File: config.mk
export PLATFORM = sky130hd
export DESIGN_NAME = cpu_bus_ctrl
export DESIGN_NICKNAME = d
export VERILOG_FILES = /design/src/rtl/cpu_bus_ctrl.sv
export SDC_FILE = /design/constraint.sdc
export NUM_CORES = 1
export LEC_CHECK = 0
export CAP_MARGIN = 20
export CORE_UTILIZATION = 55
export DETAILED_ROUTE_END_ITERATION = 8
export GPL_TIMING_DRIVEN = 1
export PLACE_DENSITY = 0.79
export SLEW_MARGIN = 0
export SYNTH_ARGS = -nofsm -noshare
export SYNTH_HDL_FRONTEND = slang
export SYNTH_SLANG_ARGS = --single-unit
File: constraint.sdc
create_clock -name clk -period 4.2 [get_ports clk]
set_input_delay 0.63 -clock clk [delete_from_list [all_inputs] [get_ports clk]]
set_output_delay 0.63 -clock clk [all_outputs]
set_load 0.03 [all_outputs]
File: src/rtl/cpu_bus_ctrl.sv
// cpu_bus_ctrl: region decode, per-region read wait states and a posted-write FIFO
// sitting between the cpu6502 core and memory.
module cpu_bus_ctrl #(
    parameter int         RAM_WAIT    = 0,
    parameter int         IO_WAIT     = 2,
    parameter int         ROM_WAIT    = 1,
    parameter logic [7:0] IO_PAGE_LO  = 8'hD0,
    parameter logic [7:0] IO_PAGE_HI  = 8'hDF,
    parameter logic [7:0] ROM_PAGE_LO = 8'hE0,
    parameter int         WBUF_DEPTH  = 4
) (
    input  logic        clk,
    input  logic        reset,
    input  logic [15:0] cpu_address,
    input  logic        cpu_write,
    input  logic [7:0]  cpu_data_o,
    output logic [7:0]  cpu_data_i,
    output logic        cpu_ready,
    output logic [15:0] mem_addr,
    output logic [7:0]  mem_wdata,
    output logic        mem_we,
    output logic        mem_rd,
    output logic [1:0]  mem_region,
    input  logic [7:0]  mem_rdata,
    input  logic        io_wait,
    output logic        wbuf_ovf
);
    localparam int AW = $clog2(WBUF_DEPTH);
    localparam logic [1:0] RG_RAM = 2'd0, RG_IO = 2'd1, RG_ROM = 2'd2;
    localparam logic [0:0] IDLE = 1'b0, RD_WAIT = 1'b1;

    function automatic logic [1:0] decode(input logic [15:0] a);
        return (a[15:8] >= IO_PAGE_LO && a[15:8] <= IO_PAGE_HI) ? RG_IO :
               (a[15:8] >= ROM_PAGE_LO) ? RG_ROM : RG_RAM;
    endfunction

    function automatic logic [2:0] wait_of(input logic [1:0] r);
        return r == RG_IO ? 3'(IO_WAIT) : r == RG_ROM ? 3'(ROM_WAIT) : 3'(RAM_WAIT);
    endfunction

    logic [25:0]   fifo [WBUF_DEPTH];
    logic [AW-1:0] wr_ptr, rd_ptr;
    logic [AW:0]   count;
    logic [0:0]    state;
    logic [2:0]    cnt, dcnt;
    logic [15:0]   rd_addr;
    logic [1:0]    rd_region, cpu_region;
    logic [2:0]    cpu_w, head_w;
    logic [25:0]   head;
    logic          empty, full, drain, direct, push, pop, rd_done;

    assign cpu_region = decode(cpu_address);
    assign cpu_w      = wait_of(cpu_region);
    assign head       = fifo[rd_ptr];
    assign head_w     = wait_of(head[1:0]);
    assign empty      = count == '0;
    assign full       = count == (AW+1)'(WBUF_DEPTH);
    // Draining pauses while a read owns the bus in RD_WAIT
    assign drain      = !empty && state == IDLE;
    assign pop        = drain && dcnt == head_w && !(head[1:0] == RG_IO && io_wait);
    assign direct     = cpu_write && empty && state == IDLE && cpu_w == 3'd0;
    assign push       = cpu_write && !direct && (!full || pop);
    assign rd_done    = state == RD_WAIT && cnt == 3'd1 && !(rd_region == RG_IO && io_wait);

    assign mem_we     = reset && (drain || direct);
    assign mem_rd     = reset && (state == RD_WAIT || (state == IDLE && !cpu_write && empty));
    assign mem_addr   = drain ? head[25:10] : state == RD_WAIT ? rd_addr : cpu_address;
    assign mem_wdata  = drain ? head[9:2] : cpu_data_o;
    assign mem_region = drain ? head[1:0] : state == RD_WAIT ? rd_region : cpu_region;
    assign cpu_ready  = !reset || cpu_write || (state == IDLE ? empty && cpu_w == 3'd0 : rd_done);
    assign cpu_data_i = (cpu_ready && mem_rd && !cpu_write) ? mem_rdata : 8'h00;

    always_ff @(posedge clk or negedge reset) begin
        if (!reset) begin
            wr_ptr    <= '0;
            rd_ptr    <= '0;
            count     <= '0;
            state     <= IDLE;
            cnt       <= 3'd0;
            dcnt      <= 3'd0;
            wbuf_ovf  <= 1'b0;
            rd_addr   <= 16'h0000;
            rd_region <= RG_RAM;
        end else begin
            if (push) wr_ptr <= wr_ptr + 1'b1;
            if (pop) rd_ptr <= rd_ptr + 1'b1;
            count <= count + (AW+1)'(push) - (AW+1)'(pop);
            if (cpu_write && !direct && full && !pop) wbuf_ovf <= 1'b1;
            // Head cycle counter saturates on the final cycle so IO extension simply repeats it
            dcnt <= (pop || empty) ? 3'd0 : (!drain || dcnt == head_w) ? dcnt : dcnt + 3'd1;
            if (state == IDLE) begin
                if (!cpu_write && empty && cpu_w != 3'd0) begin
                    state     <= RD_WAIT;
                    cnt       <= cpu_w;
                    rd_addr   <= cpu_address;
                    rd_region <= cpu_region;
                end
            end else if (rd_done) begin
                state <= IDLE;
                cnt   <= 3'd0;
            end else if (cnt != 3'd1) begin
                cnt <= cnt - 3'd1;
            end
        end
    end

    always_ff @(posedge clk) begin
        if (push) fifo[wr_ptr] <= {cpu_address, cpu_data_o, cpu_region};
    end
endmodule

======== Word level (Yosys, flattened, before mapping) ========
Memory sizes are Yosys's and may differ from the RTL's.
Index checks and enable logic that the tools add are counted.
storage, ports and cells
  input port bits ......................... 36
  output and inout bits ................... 38
  memories ................................ 1
  register bits after elaboration ......... 33
  bits in writable memories ............... 104
  logic and storage cells ................. 101
cells by class
  order comparisons ....................... 3
  muxes and demuxes ....................... 24
  reductions and logical operators ........ 46
  bitwise gates (word level) .............. 1
  equality and inequality tests ........... 11
  $add $sub $neg .......................... 6
memory list
  name  words  width  read ports  clocked after Yosys merged registers in  wr ports  line  RTL
  fifo  4      26     1           0                                        1         41    logic [25:0] fifo [WBUF_DEPTH];
operator list
  kind                                                    number
  2-to-1 mux 16 bit                                       2
  logical AND 1 bit                                       24
  2-to-1 mux 3 bit                                        6
  >= comparator 8 bit (second input constant)             2
  2-to-1 mux 8 bit                                        2
  2-to-1 mux 2 bit                                        6
  zero test 1 bit                                         9
  less-or-equal comparator 8 bit (second input constant)  1
  2-to-1 mux 1 bit                                        8
  logical OR 1 bit                                        7
  equality test 2 x 1 -> 1 bit (second input constant)    3
  zero test 3 bit                                         2
  != test 3 x 1 -> 1 bit (second input constant)          2
  adder 2 x 1 -> 2 bit (second input constant)            2
  equality test 2 bit (second input constant)             2
  AND reduction 2 bit                                     2
  adder 3 x 1 -> 3 bit                                    1
  adder 3 x 1 -> 3 bit (second input constant)            1
  equality test 3 x 1 -> 1 bit (second input constant)    1
  equality test 3 x 2 -> 1 bit                            1
  equality test 3 bit (second input constant)             1
  nonzero test 3 bit                                      1
  subtractor 3 x 1 -> 3 bit                               1
  subtractor 3 x 1 -> 3 bit (second input constant)       1
  3 further kinds                                         3

======== Longest topological paths before layout ========
Gate-level depths: netlist (run 1).
  depth in word-level cells ............... 13
  depth in mapped cells ................... 13
  mapped depth without buffers ............ 12

======== Least setup slack after synthesis (run 1) ========
Ideal clock, no wire load.
  path type ............................... register -> register
  start ................................... reg rd_ptr[0]
  end ..................................... mem fifo[0][0] (enable)
  library setup time ...................... 409 ps
  stages on the path, launching flop included .. 7
  data arrival time ....................... 2811 ps
  path slack .............................. 981 ps
  data required time ...................... 3791 ps
  clock period less this slack ............ 3219 ps
  path buffers ............................ 1
  cell sequence ........................... dfrtp_1 > buf_6 > mux4_2 > nor4b_1 > a211o_4 > a31oi_2 > nor2_1
between the ends
  longest elaborated chain between the ends .. 11
  elaborated cells between the ends (all ways) .. 14
  classes of those cells .................. eq/ne (3); mux (4); reduce/logical (6); memory (1)
ends and longest elaborated chain
  item                                      line  RTL
  start, declared                           42    logic [AW-1:0] wr_ptr, rd_ptr;
  start signal, assigned                    86    if (pop) rd_ptr <= rd_ptr + 1'b1;
  memory (4 x 26 bit) *                     n/a
  equality test 2 bit                       38    return r == RG_IO ? 3'(IO_WAIT) : r == RG_ROM ? 3'(ROM_WAIT) : 3'(RAM_WAIT);
  2-to-1 mux 1 bit                          38
  2-to-1 mux 2 bit                          38
  equality test 3 x 2 -> 1 bit              60    assign pop = drain && dcnt == head_w && !(head[1:0] == RG_IO && io_wait);
  logical AND 1 bit                         60
  logical AND 1 bit *                       60
  logical OR 1 bit *                        62    assign push = cpu_write && !direct && (!full || pop);
  logical AND 1 bit *                       62
  2-to-1 mux 1 bit *                        108   if (push) fifo[wr_ptr] <= {cpu_address, cpu_data_o, cpu_region};
  2-to-1 mux 1 bit (not written as such) *  108
  end, declared                             41
Mark *: on every way between the ends. The rest lies on a longest branch, timed or not.

======== Final worst setup path (run 1) ========
  start ................................... reg count[1]
  end ..................................... out mem_addr[6]
between the ends
  longest elaborated chain between the ends .. 4
ends and longest elaborated chain
  item                    line  RTL
  start, declared         43    logic [AW:0] count;
  start signal, assigned  87    count <= count + (AW+1)'(push) - (AW+1)'(pop);
  zero test 3 bit         56    assign empty = count == '0;
  zero test 1 bit         59    assign drain = !empty && state == IDLE;
  logical AND 1 bit       59
  2-to-1 mux 16 bit       67    assign mem_addr = drain ? head[25:10] : state == RD_WAIT ? rd_addr : cpu_address;
  end, declared           19    output logic [15:0] mem_addr,
No other way between the ends.

==> metrics.cfg, run 1 <==
[status]
status=finished, final reports clean

[critical_path]
cp.required_ns=3.57
reg2reg_from=rd_ptr[0]$_DFFE_PN0P_
rr_endpoint=count[2]$_DFF_PN0_
path_buf_inv=2
cp.arrival_ns=3.07
critPathMaxFanout=14
crit_family=buffers and inverters
r2r_cells=12
critPathKind=reg -> out
r2r_slack_ns=0.86
worstSetupStartpointType=flop
critPathCaptureType=output port
crit_slowest_cell=clkdlybuf4s50_1
crit_chain=or3_1, buf_4, mux2i_1, o21ai_0, clkdlybuf4s50_1
critPathMaxStageDelay_ns=0.71

[synth]
synth-main-ff-cell=edfxtp_1
synthesis.nets=426
netlist_area_um2=6008
synthCells=380
yosysTopAreaCell=edfxtp_1
async_flop_share=0.2409
yosys.area.top_type_share=0.5198
ys_ff_latch=137
ys_types=48
synth_edf_count=104
ys_seq_area_frac=0.6572
netlist_top_cells_area=edfxtp_1, dfrtp_1, mux4_2, mux2_2, mux2i_1
ys_warn_count=0
synth_area_per_cell_um2=15.81

[die]
dieArea_um2=11350
dieHeight_um=106.5
pin_count=74
die_x_um=106.5
num_rows=37
coreArea_um2=10460
floorplan.initialDensity=0.5743

[placed_design]
hpwlAfterDp_mm=7.706
place.gp.congestion=0.7907
dp.cells=583
place_area_um2=6928
port-buffer-count=73

[route]
ant_nets=0
wl_per_cell_um=20.35
drtPass1Iterations=4
via_per_inst=5.878
initialDrtViolationCount=173
vias=3615
wirelength_mm=12.51
drc=0

[min_path]
hold_class=in -> async

[sta]
hold_violations=0
fmax_ghz=0.2704
slew_headroom=0.4395
tns_ns=0
clock_skew_ns=0.01009
setup_viol=0
period_share=0.8804
slew_viol_final=0
worstMarginPinSlew_ns=0.8399
period_needed_ns=3.698
rsz0062_at_grt=no

[cts]
cts_resized=0
cts_max_level=4
cts_tree=built
clock_sinks=137
clock_path_buffers=2
cts-hold-fix-buffers=0
cts_buffers=17
insertion_delay_ns=0.51
cts-root-buf=clkbuf_8
cts_setup_buffers=0
cts.clk_slew.worst_paths_ns=0.06

[final_layout]
fin_util=0.7210
layout_common_cells=edfxtp_1, clkdlybuf4s50_1, nand2_1, dfrtp_1, mux4_2
finish.net_count=512
area_growth_pct=25.55
instances_no_fill=615
layout-drive-gt1-share=0.2067
nFillCells=669
layout_commonest_cell=edfxtp_1
fin_area_um2=7543
antenna_cells=0

[global_routing]
grt_pass1_wl_mm=20.17
grt.met2_usage=0.4100
busiest_layer=met2
grt_pass1_vias=3812
gr-usage-met3=0.05457
grt.overflow.total=0
grt_max_degree=27
grt_antenna_before_repair=0
grt_util_all_layers=0.2425
met1_usage=0.3107

[flow_run]
maxCapViolCount=0

[power_and_ir_drop]
p_leak_nw=2.843
p_per_area_nw_per_um2=834.9
ir_drop_mv=0.4315

==> registers in the layout, indices dropped and copies added (netlist names) <==
name       count
rd_region      2
rd_addr       16
state          1
rd_ptr         2
fifo         104
wbuf_ovf       1
cnt            3
dcnt           3
count          3
wr_ptr         2
==> worst max path at each step <==
stage / cells after the start / to / slack [ns] / from
after global placement: 6 / cpu_data_i[4] / 0.84 / cpu_address[12]
after global routing: 5 / cpu_data_i[0] / 0.38 / state$_DFF_PN0_
after detailed placement: 6 / cpu_data_i[6] / 0.77 / cpu_address[12]
after floorplan: 6 / fifo[0][0]$_DFFE_PP_ / 0.98 / rd_ptr[0]$_DFFE_PN0P_
final: 5 / mem_addr[6] / 0.50 / count[1]$_DFF_PN0_
after CTS: 5 / mem_addr[6] / 0.51 / count[1]$_DFF_PN0_
==> worst register-to-register path, stage by stage, from the launching register on <==
cell and delay, ns:
dfrtp_2 0.48, mux4_2 0.63, xnor2_1 0.18, a211o_4 0.38, and3_1 0.25, o21ai_0 0.18, ha_1 0.25, inv_1 0.06
ha_1 0.13, inv_1 0.05, fa_1 0.38, xnor2_1 0.15, xnor2_1 0.12
==> final cells by class <==
cell class	instances	area, um2	share of cell area
Sequential cell	137	3950	0.5236
Multi-Input combinational cell	215	1954	0.2591
Timing Repair Buffer	85	815.8	0.1081
Clock buffer	19	421.7	0.05590
Clock inverter	13	193.9	0.02571
Tap cell	136	170.2	0.02256
Inverter	10	37.54	0.004976
==> logic make-up (layout without fill, tap and decap cells) <==
kind of cell | after synthesis | after routing | share of synthesized area
AOI/OAI and AO/OA | 46 | 46 | 0.05019
xor gates and xnor gates | 5 | 5 | 0.007290
muxes | 65 | 65 | 0.1668
DFF | 137 | 137 | 0.6572
buffers and inverters | 28 | 127 | 0.01916
and+or+nand+nor | 89 | 89 | 0.07726
adders and majority gates | 10 | 10 | 0.02207
==> per-stage QoR <==
stage / worst slack (ns) / hold WS, ns / power [mW]
2_1_floorplan: 0.9806 / 0.3344 / 3.849
6_report: 0.5024 / 0.08211 / 6.298
3_5_place_dp: 0.7741 / 0.4535 / 4.761
4_1_cts: 0.5108 / 0.06364 / 6.340
5_1_grt: 0.3752 / 0.08107 / 6.606
3_3_place_gp: 0.8434 / 0.4499 / 4.688
==> report_power, final <==
part | internal, mW | switching [mW]
logic | 1.21 | 1.49
registers | 1.85 | 0.208
clock network | 0.973 | 0.564
==> cell usage after synthesis (all sizes together) (2+ instances only) <==
| master | count |
|---|---|
| a211o | 2 |
| a21o | 3 |
| a21oi | 5 |
| a31oi | 2 |
| and2 | 9 |
| and3 | 4 |
| and4 | 3 |
| buf | 6 |
| clkbuf | 12 |
| dfrtp | 33 |
| edfxtp | 104 |
| ha | 9 |
| inv | 10 |
| mux2 | 21 |
| mux2i | 18 |
| mux4 | 26 |
| nand2 | 38 |
| nand2b | 4 |
| nand4b | 2 |
| nor2 | 14 |
| nor3 | 4 |
| nor4b | 2 |
| o211ai | 2 |
| o21ai | 22 |
| o311ai | 2 |
| or3 | 3 |
| xnor2 | 3 |
| xor2 | 2 |
==> layer usage <==
layer	vias up	wire [um]
met4	0	92
met3	10	508
met1	1845	5248
met5	-	0
li1	1643	-
met2	117	6663
Power figures use the tool's default switching activity.
==> run 2, diff against run 1 <==
Settings changed: CORE_ASPECT_RATIO set to 0.7, CORE_UTILIZATION 55 to 50, PLACE_DENSITY 0.79 to 0.73.
==> run 2 against run 1 <==
Clock-buffer cell count decreased by 2. Utilization decreased by 6.9 points. Power increased by 2.7%. Final area increased by 1.4%. Critical endpoint is now mem_addr[7].
==> metrics.cfg, run 2 (synthesized netlist as in run 1, its figures left out) <==
[status]
status=finished, final reports clean

[placed_design]
port-buffer-count=73  ; unchanged
place.gp.congestion=0.7908  ; about the same
place_area_um2=6977  ; +0.70%
dp.cells=607  ; +4.1%
hpwlAfterDp_mm=7.659  ; -0.62%

[route]
via_per_inst=5.631  ; -4.2%
wirelength_mm=12.29  ; -1.8%
drtPass1Iterations=4  ; unchanged
wl_per_cell_um=19.23  ; -5.5%
initialDrtViolationCount=250  ; +45%
ant_nets=0  ; unchanged
drc=0  ; unchanged
vias=3598  ; -0.47%

[final_layout]
instances_no_fill=639  ; +3.9%
nFillCells=845  ; +26%
antenna_cells=0  ; unchanged
largest_register_ffs=104  ; unchanged
layout_commonest_cell=edfxtp_1
fin_area_um2=7650  ; +1.4%
regMostFlops=fifo
layout-drive-gt1-share=0.2137  ; +0.007012
layout_common_cells=edfxtp_1, clkdlybuf4s50_1, nand2_1, dfrtp_1, mux4_2
area_growth_pct=27.32
largest_registers=fifo x104, rd_addr x16
finish.net_count=515  ; +0.59%

[die]
die_x_um=133.0  ; +25%
dieHeight_um=93.72  ; -12%
dieArea_um2=12470  ; +9.9%
num_rows=33  ; -11%
coreArea_um2=11730  ; +12%
floorplan.initialDensity=0.5124  ; -0.06189
pin_count=74  ; unchanged

[critical_path]
worstSetupStartpointType=flop
crit_end=mem_addr[7]
critPathLaunch=count[1]$_DFF_PN0_
critPathKind=reg -> out
r2r_slack_ns=0.94  ; +0.08 ns
critPathMaxFanout=9  ; -5
reg2reg_from=rd_ptr[1]$_DFFE_PN0P_
cp.required_ns=3.57  ; about the same
cp.arrival_ns=2.83  ; -0.24 ns
critPathCaptureType=output port
rr_endpoint=count[2]$_DFF_PN0_
r2r_cells=13  ; +1

[cts]
cts_max_level=4  ; unchanged
cts-hold-fix-buffers=0  ; unchanged
clock_sinks=137  ; unchanged
cts_resized=0  ; unchanged
cts_buffers=17  ; unchanged
cts.clk_slew.worst_paths_ns=0.06  ; about the same
insertion_delay_ns=0.41  ; -0.10 ns
clock_path_buffers=2  ; unchanged
cts_setup_buffers=0  ; unchanged
cts-root-buf=clkbuf_16
cts_tree=built

[global_routing]
grt_pass1_vias=3605  ; -5.4%
grt_pass1_wl_mm=19.71  ; -2.3%
grt_util_all_layers=0.2167  ; -0.02581
grt.overflow.total=0  ; unchanged
grt_antenna_before_repair=0  ; unchanged
grt_max_degree=37  ; +37%

[power_and_ir_drop]
p_int_mw=4.193  ; +4.0%
switchingPower_mw=2.274  ; +0.33%
ir_drop_mv=0.4422  ; +2.5%
p_leak_nw=2.889  ; +1.6%
p_sw_frac=0.3516  ; -0.008222
p_seq_frac=0.311  ; -0.016
clkPwrFrac=0.260  ; +0.016
combPwrFrac=0.429  ; about the same
p_per_area_nw_per_um2=845.3  ; +1.2%

[sta]
slew_headroom=0.3986  ; -0.04088
period_needed_ns=3.458  ; -0.2398 ns
period_share=0.8233  ; -0.05709
worstMarginPinSlew_ns=0.8999  ; +0.06004 ns
hold_violations=0  ; unchanged
rsz0062_at_grt=no
fmax_ghz=0.2892  ; +6.9%
setup_viol=0  ; unchanged
clock_skew_ns=0.006392  ; -0.003696 ns
slew_viol_final=0  ; unchanged
tns_ns=0  ; unchanged
hold_slack_ns=0.3312  ; +0.2491 ns

[min_path]
hold_class=in -> async

[flow_run]
maxCapViolCount=0  ; unchanged

==> run 2: layout make-up <==
type	instances	area, um2	share of cell area
inverter	10	37.54	0.004907
clock buffer	17	425.4	0.05561
clock inverter	15	247.7	0.03238
tap	157	196.4	0.02568
sequential	137	3950	0.5164
timing repair buffer	88	838.3	0.1096
multi-input combinational	215	1954	0.2555
==> run 2: worst min-delay path by stage <==
stage	startpoint	end	slack [ns]	depth (start not counted)
3_5_place_dp	rd_addr[14]$_DFFE_PN0P_	rd_addr[14]$_DFFE_PN0P_	0.46	1
6_report	reset	wbuf_ovf$_DFFE_PN0P_	0.33	2
5_1_grt	reset	rd_addr[1]$_DFFE_PN0P_	0.37	2
3_3_place_gp	rd_addr[15]$_DFFE_PN0P_	rd_addr[15]$_DFFE_PN0P_	0.45	1
4_1_cts	reset	wbuf_ovf$_DFFE_PN0P_	0.33	2
2_1_floorplan	reset	cnt[0]$_DFFE_PN0P_	0.33	0
==> run 2: metal layers <==
layer  vias to the layer above  wire length (um)  GRT usage
li1                       1647                 -          -
met4                         0               131    0.07759
met2                        98              5728     0.3325
met3                        21               612    0.04153
met5                         -                 0          0
met1                      1832              5812     0.3112
==> run 2: stage by stage <==
step,worst slack [ns],power [mW],util
2_1_floorplan,0.9806,3.849,-
3_3_place_gp,0.8508,4.755,0.5950
3_5_place_dp,0.7843,4.821,0.5950
4_1_cts,0.7237,6.527,0.6524
5_1_grt,0.6148,6.800,0.6524
6_report,0.7422,6.466,0.6524
==> run 2: worst max-delay path, stage by stage (launching register included) <==
cell and delay, ns:
dfrtp_1 0.45, or3_1 0.62, buf_4 0.31, mux2i_1 0.13
o21ai_0 0.19, clkdlybuf4s50_1 0.72
==> run 2: power by group through the flow <==
stage          clock (mW)  sequential [mW]  combinational [mW]
6_report             1.68             2.01                2.77
5_1_grt              1.75             2.05                2.99
4_1_cts              1.71             2.01                2.81
3_5_place_dp            0             2.04                2.79
3_3_place_gp            0             2.01                2.74
2_1_floorplan           0             2.00                1.85
